$ cat src/rtl/minv_x1_ctrl_pkg.sv
// Shared definitions for the X1 operand register sequencer.
//   WORD_W  : width of one register slice / stream word
//   NWORDS  : slices per 256-bit operand
//   SHAMT_W : width of the per-command shift count
//   cmd_e   : host command encodings
//   state_e : sequencer states
package minv_pkg;

    localparam int WORD_W  = 16;
    localparam int NWORDS  = 16;
    localparam int SHAMT_W = 8;

    typedef enum logic [1:0] {
        CMD_LOAD = 2'b00,
        CMD_SHR  = 2'b01,
        CMD_SET1 = 2'b10,
        CMD_READ = 2'b11
    } cmd_e;

    typedef enum logic [2:0] {
        ST_IDLE  = 3'd0,
        ST_LOAD  = 3'd1,
        ST_SHIFT = 3'd2,
        ST_SET   = 3'd3,
        ST_READ  = 3'd4
    } state_e;

endpackage

$ cat src/rtl/minv_x1_ctrl_if.sv
// Host-side bundle of the X1 sequencer: command handshake, load stream,
// read stream and the completion pulse.
//   master : the host (issues commands, supplies load words, takes read words)
//   slave  : the sequencer
interface minv_x1_ctrl_if
    import minv_pkg::*;
();

    logic [1:0]         cmd;
    logic [SHAMT_W-1:0] cmd_shamt;
    logic               cmd_valid;
    logic               cmd_ready;
    logic [WORD_W-1:0]  din;
    logic               din_valid;
    logic               din_ready;
    logic [WORD_W-1:0]  dout;
    logic               dout_valid;
    logic               dout_ready;
    logic               done;

    modport master (
        output cmd, cmd_shamt, cmd_valid, din, din_valid, dout_ready,
        input  cmd_ready, din_ready, dout, dout_valid, done
    );

    modport slave (
        input  cmd, cmd_shamt, cmd_valid, din, din_valid, dout_ready,
        output cmd_ready, din_ready, dout, dout_valid, done
    );

endinterface

$ cat src/rtl/minv_word_cnt.sv
// Modulo-MOD up-counter used to step through the register slices.
//   clk, rst : clock, asynchronous active-high reset
//   en_i     : advance by one this cycle
//   tc_o     : counter sits at MOD-1 (the next enabled step wraps to 0)
module minv_word_cnt #(
    parameter int MOD = 16
) (
    input  logic clk,
    input  logic rst,
    input  logic en_i,
    output logic tc_o
);

    localparam int CW = (MOD > 1) ? $clog2(MOD) : 1;

    logic [CW-1:0] cnt_q;
    logic [CW-1:0] cnt_d;

    assign tc_o  = (cnt_q == CW'(MOD - 1));
    assign cnt_d = tc_o ? '0 : cnt_q + CW'(1);

    always_ff @(posedge clk or posedge rst) begin
        if (rst) begin
            cnt_q <= '0;
        end else if (en_i) begin
            cnt_q <= cnt_d;
        end
    end

endmodule

$ cat src/rtl/minv_x1_ctrl.sv
// Sequencer owning every control input of the 256-bit X1 operand register.
//   clk, rst   : clock, asynchronous active-high reset
//   host       : command / load-stream / read-stream handshakes and done pulse
//   shift_fill : bit shifted into bit 255 on each right shift
//   x_lsw      : current least-significant slice of the register
//   x_we, x_sel_cyc, x_sel_rs, x_set, x_regin, x_bit256 : register controls
module minv_x1_ctrl
    import minv_pkg::*;
(
    input  logic              clk,
    input  logic              rst,
    minv_x1_ctrl_if.slave     host,
    input  logic              shift_fill,
    input  logic [WORD_W-1:0] x_lsw,
    output logic              x_we,
    output logic              x_sel_cyc,
    output logic              x_sel_rs,
    output logic              x_set,
    output logic [WORD_W-1:0] x_regin,
    output logic              x_bit256
);

    state_e             state_q, state_d;
    logic [SHAMT_W-1:0] shamt_q, shamt_d;
    logic               done_q, done_d;

    logic               wcnt_en;
    logic               wcnt_tc;

    logic               cmd_ready_c;
    logic               din_ready_c;
    logic [WORD_W-1:0]  dout_c;
    logic               dout_valid_c;

    // One counter serves both LOAD and READ; it wraps to 0 on the 16th
    // step, so it is always 0 again when a command begins.
    minv_word_cnt #(
        .MOD (NWORDS)
    ) u_word_cnt (
        .clk  (clk),
        .rst  (rst),
        .en_i (wcnt_en),
        .tc_o (wcnt_tc)
    );

    always_ff @(posedge clk or posedge rst) begin
        if (rst) begin
            state_q <= ST_IDLE;
            shamt_q <= '0;
            done_q  <= 1'b0;
        end else begin
            state_q <= state_d;
            shamt_q <= shamt_d;
            done_q  <= done_d;
        end
    end

    always_comb begin
        state_d      = state_q;
        shamt_d      = shamt_q;
        done_d       = 1'b0;
        wcnt_en      = 1'b0;
        cmd_ready_c  = 1'b0;
        din_ready_c  = 1'b0;
        dout_c       = '0;
        dout_valid_c = 1'b0;
        x_we         = 1'b0;
        x_sel_cyc    = 1'b0;
        x_sel_rs     = 1'b0;
        x_set        = 1'b0;
        x_regin      = '0;
        x_bit256     = 1'b0;

        case (state_q)
            ST_IDLE: begin
                // Held low while reset is asserted so nothing is taken
                // until reset has been released.
                cmd_ready_c = !rst;
                if (host.cmd_valid && !rst) begin
                    case (host.cmd)
                        CMD_LOAD: state_d = ST_LOAD;
                        CMD_SHR: begin
                            if (host.cmd_shamt != '0) begin
                                state_d = ST_SHIFT;
                                shamt_d = host.cmd_shamt;
                            end else begin
                                // Zero-length shift completes at once.
                                done_d = 1'b1;
                            end
                        end
                        CMD_SET1: state_d = ST_SET;
                        CMD_READ: state_d = ST_READ;
                        default:  state_d = ST_IDLE;
                    endcase
                end
            end

            ST_LOAD: begin
                din_ready_c = 1'b1;
                x_regin     = host.din;
                if (host.din_valid) begin
                    // Each word enters the top slice; the bank shifts down
                    // by one slice, so word 0 ends in the LS slice.
                    x_we    = 1'b1;
                    wcnt_en = 1'b1;
                    if (wcnt_tc) begin
                        state_d = ST_IDLE;
                        done_d  = 1'b1;
                    end
                end
            end

            ST_SHIFT: begin
                x_we     = 1'b1;
                x_sel_rs = 1'b1;
                x_bit256 = shift_fill;
                shamt_d  = shamt_q - SHAMT_W'(1);
                if (shamt_q == SHAMT_W'(1)) begin
                    state_d = ST_IDLE;
                    done_d  = 1'b1;
                end
            end

            ST_SET: begin
                x_we    = 1'b1;
                x_set   = 1'b1;
                state_d = ST_IDLE;
                done_d  = 1'b1;
            end

            ST_READ: begin
                dout_c       = x_lsw;
                dout_valid_c = 1'b1;
                if (host.dout_ready) begin
                    // A 16-bit rotate exposes the next slice; 16 of them
                    // restore the original register value.
                    x_we      = 1'b1;
                    x_sel_cyc = 1'b1;
                    wcnt_en   = 1'b1;
                    if (wcnt_tc) begin
                        state_d = ST_IDLE;
                        done_d  = 1'b1;
                    end
                end
            end

            default: state_d = ST_IDLE;
        endcase
    end

    assign host.cmd_ready  = cmd_ready_c;
    assign host.din_ready  = din_ready_c;
    assign host.dout       = dout_c;
    assign host.dout_valid = dout_valid_c;
    assign host.done       = done_q;

endmodule

$ cat src/flat_wrapper.sv
// flat-port wrapper written by rule: the top's interface ports become plain ports
module minv_x1_ctrl_flat import minv_pkg::*;
  (clk, rst, shift_fill, x_lsw, x_we, x_sel_cyc, x_sel_rs, x_set, x_regin, x_bit256, host_cmd, host_cmd_shamt, host_cmd_valid, host_din, host_din_valid, host_dout_ready, host_cmd_ready, host_din_ready, host_dout, host_dout_valid, host_done);
  minv_x1_ctrl_if host_i ();
  input  logic clk;
  input  logic rst;
  input  logic shift_fill;
  input  logic [WORD_W-1:0] x_lsw;
  output logic x_we;
  output logic x_sel_cyc;
  output logic x_sel_rs;
  output logic x_set;
  output logic [WORD_W-1:0] x_regin;
  output logic x_bit256;
  input wire logic [$bits(host_i.cmd)-1:0] host_cmd;
  input wire logic [$bits(host_i.cmd_shamt)-1:0] host_cmd_shamt;
  input wire logic [$bits(host_i.cmd_valid)-1:0] host_cmd_valid;
  input wire logic [$bits(host_i.din)-1:0] host_din;
  input wire logic [$bits(host_i.din_valid)-1:0] host_din_valid;
  input wire logic [$bits(host_i.dout_ready)-1:0] host_dout_ready;
  output wire logic [$bits(host_i.cmd_ready)-1:0] host_cmd_ready;
  output wire logic [$bits(host_i.din_ready)-1:0] host_din_ready;
  output wire logic [$bits(host_i.dout)-1:0] host_dout;
  output wire logic [$bits(host_i.dout_valid)-1:0] host_dout_valid;
  output wire logic [$bits(host_i.done)-1:0] host_done;
  assign host_i.cmd = host_cmd;
  assign host_i.cmd_shamt = host_cmd_shamt;
  assign host_i.cmd_valid = host_cmd_valid;
  assign host_i.din = host_din;
  assign host_i.din_valid = host_din_valid;
  assign host_i.dout_ready = host_dout_ready;
  assign host_cmd_ready = host_i.cmd_ready;
  assign host_din_ready = host_i.din_ready;
  assign host_dout = host_i.dout;
  assign host_dout_valid = host_i.dout_valid;
  assign host_done = host_i.done;
  minv_x1_ctrl u_core (.clk(clk), .rst(rst), .host(host_i), .shift_fill(shift_fill), .x_lsw(x_lsw), .x_we(x_we), .x_sel_cyc(x_sel_cyc), .x_sel_rs(x_sel_rs), .x_set(x_set), .x_regin(x_regin), .x_bit256(x_bit256));
endmodule
$ cat config.mk
export PLATFORM = sky130hd
export DESIGN_NAME = minv_x1_ctrl_flat
export DESIGN_NICKNAME = d
export VERILOG_FILES = /design/src/rtl/minv_x1_ctrl_pkg.sv /design/src/rtl/minv_x1_ctrl_if.sv /design/src/rtl/minv_word_cnt.sv /design/src/rtl/minv_x1_ctrl.sv /design/src/flat_wrapper.sv
export SDC_FILE = /design/constraint.sdc
export NUM_CORES = 1
export LEC_CHECK = 0
export BUFFER_PORTS_ARGS = -buffer_cell sky130_fd_sc_hd__buf_2
export CAP_MARGIN = 40
export CORE_MARGIN = 1
export CORE_UTILIZATION = 42
export DETAILED_ROUTE_END_ITERATION = 8
export PLACE_DENSITY_LB_ADDON = 0.1
export SETUP_SLACK_MARGIN = 0.5
export SLEW_MARGIN = 15
export SYNTH_ARGS = -nofsm -noshare
export SYNTH_HDL_FRONTEND = slang
export SYNTH_HIERARCHICAL = 1
export SYNTH_SLANG_ARGS = --single-unit
$ cat constraint.sdc
create_clock -name clk -period 2.63 [get_ports clk]
set_input_delay 0 -clock clk [delete_from_list [all_inputs] [get_ports clk]]
set_output_delay 0 -clock clk [all_outputs]
set_load 0.1 [all_outputs]
==> flow_summary.yaml <==
power_and_ir_drop:
  power_density_mw_per_mm2: 1305
  leakage_nw: 1.109
  ir_drop_mv: 0.6956
logic_synthesis:
  yosysSeqAreaShare_pct: 29.93
  syn_avg_cell_area_um2: 8.106
  ys_ff_latch: 16
  yosys.area.top_type_share_pct: 29.93
  synth.net_count: 220
  synthFlopType: "dfrtp_1"
  syn-instance-count: 165
  synth.largest_area_cell: "dfrtp_1"
  synth_area_leaders: "dfrtp_1, and2_1, a21oi_1, ha_1, inv_1"
  synth-async-reset-ratio_pct: 100.0
  synth-edff-count: 0
  synth_cell_type_count: 41
  syn-cell-area_mm2: 0.001338
  yosys.cell_count.top_type: "and2_1"
  yosys_warnings: 6
  synth_common_cells: "and2_1, a21oi_1, dfrtp_1"
timing:
  min_period_ps: 2120
  max_freq_ghz: 0.4716
  postLayoutSetupSlackWorst_ps: 509.6
  slew_viol_final: 0
  finClkSkew_ps: 11.23
  rsz0062_at_grt: "yes"
  relSlewSlack_pct: 47.43
  tns_ps: 0
  hold_viol: 0
  layout_worst_path_cycle_share_pct: 80.62
  setup-violations-final: 0
  worstMarginPinSlew_ps: 768.6
placed_design:
  dp_hpwl_mm: 3.002
  pre_cts_ws_ps: 498.8
  port_buffers: 88
  gp_congestion: 0.9103
  placed_cell_area_mm2: 0.002022
routing:
  drc: 0
  drt_iter0_markers: 42
  ant_nets: 0
  viasPerCell: 5.047
  routed_wl_mm: 3.795
  dr.pass1.iters: 4
  routedWlPerCell_um: 12.69
  vias: 1509
cells_and_area:
  fin_area_mm2: 0.002092
  drive_above_1_share_pct: 50.59
  nNetsFinal: 311
  area_growth_pct: 56.41
  diodes: 0
clock_network:
  root_buffer: "clkbuf_4"
  cts_inserted_buffers: 3
  clk_latency_ps: 290
  tritoncts: "yes"
  clock_sinks: 16
  htreeDepth: 1
  clk_pin_slew_ps: 100
  clk_path_buf_depth: 2
critical_path:
  path_cells: "or3b_4, or4_1, or3_1, o22ai_1, a21oi_1"
  worst_setup_path_start_kind: "register"
  ff2ff_path_depth: 5
  cp-end-kind: "register"
  max_stage_delay_ps: 520
  path_delay_family: "simple AND/OR/NAND/NOR gates"
  r2r_slack_ps: 510
  r2r_start: "u_core/state_q[0]"
  crit_fanout: 12
  worstSetupPathDepth: 5
  r2r-end: "u_core/shamt_q[5]"
  worstPathArrival_ps: 2300
  worstSetupPathType: "register to register"
  path_buf_inv: 0
  critPathSlowestCell: "or4_1"
  crit_required_ps: 2810
min_path:
  hold_path.class: "input pin to register"
  hold_start: "host_cmd_shamt[4]"
  hold_depth: 3
  holdPathEnd: "u_core/shamt_q[4]"
grt:
  antenna_found_initial: 0
  track_usage_pct: 21.93
  grt_overflow: 0
  grt_pass1_vias: 1283
  grt_max_degree: 19
  grt_pass1_wl_mm: 5.768
floorplan:
  placementRows: 20
  start_util_pct: 44.17
  die_w_um: 58.43
  coreArea_mm2: 0.003028
  die_y_um: 58.43
  dieArea_mm2: 0.003414
  ios: 89
outcome:
  status: "completed"
run:
  drv_cap: 0
## repair_timing
action                                  4_1_cts  5_1_grt
cloned                                        0        0
gates resized for setup                       2        2
endpoints found under the setup margin        1        8
hold buffers                                  2        0
endpoints found under the hold margin        17        0
setup buffers                                 0        1
## power by group
group | switching [mW] | total [mW] | internal [mW] | leakage (nW)
Combinational | 1.46 | 2.04 | 0.573 | 0.901
Clock | 0.0793 | 0.164 | 0.0843 | 0.0210
Sequential | 0.172 | 0.532 | 0.360 | 0.187
Total | 1.71 | 2.73 | 1.02 | 1.11
## state kept, by name, summed over array words and instances (netlist names)
signal / flops
u_core/host.done: 1
u_core/u_word_cnt/cnt_q: 4
u_core/shamt_q: 8
u_core/state_q: 3
## logic make-up after synthesis
| group | count (synthesis) | synth area share [%] |
|---|---|---|
| xor+xnor | 1 | 0.6549 |
| buf+inv | 20 | 5.893 |
| simple gates | 72 | 33.21 |
| fa+ha+maj | 7 | 6.548 |
| compound gates | 46 | 21.42 |
| mux | 3 | 2.339 |
| flops | 16 | 29.93 |
## layout by cell type (no fill, tap or decap), types with 3 or more instances in the layout
cell type / instances
inv_1: 10
dfrtp_2: 3
and2_4: 10
o22ai_1: 3
buf_2: 78
nor3_1: 5
and2_2: 9
and2_1: 16
buf_4: 5
nand2b_1: 3
buf_12: 10
clkbuf_4: 3
or4_1: 3
nand2_1: 8
a21oi_1: 19
dfrtp_1: 13
o21ai_0: 5
o21ai_1: 4
nor2_1: 5
ha_1: 7
## metal layers
metal / vias up / global-route usage (%) / part of all wire, %
met1: 675 / 27.70 / 43
li1: 761 / - / -
met5: - / 0 / 0
met2: 67 / 39.08 / 49
met4: 0 / 6.122 / 1.1
met3: 6 / 3.077 / 7.1
## through the flow
stage / total power [mW] / hold slack (ps) / instances / util [%]
final: 2.731 / 17.09 / 299 / 69.09
after global placement: 2.526 / -72.43 / 291 / 66.53
after floorplan: 2.114 / -233.9 / 165 / -
after CTS: 2.730 / 21.19 / 298 / 68.72
after global routing: 2.873 / 50.55 / 299 / 69.09
after detailed placement: 2.554 / -76.53 / 292 / 66.78
## worst reg2reg max path: stages, from the launching register on
cell and delay (ps):
dfrtp_2 490, or3b_4 450, or4_1 520, or3_1 340, o22ai_1 140, a21oi_1 90
## area by class of cell
class | count | area [um^2]
timing repair buffer | 95 | 648.1
fill | 252 | 935.9
tap | 44 | 55.05
clock buffer | 4 | 36.28
multi-input combinational | 129 | 907.1
inverter | 11 | 41.29
sequential | 16 | 404.1
## how the worst max path moves through the flow
stage,from,end,slack [ps]
finish,u_core/state_q[0],u_core/shamt_q[5],510
detailed placement,u_core/state_q[0],u_core/shamt_q[5],500
floorplan,u_core/state_q[0],host_cmd_ready,290
global placement,u_core/state_q[1],u_core/shamt_q[5],480
CTS,u_core/state_q[2],u_core/shamt_q[5],510
global route,u_core/state_q[0],u_core/shamt_q[5],400
No activity file was read; power rests on OpenSTA's default activity.
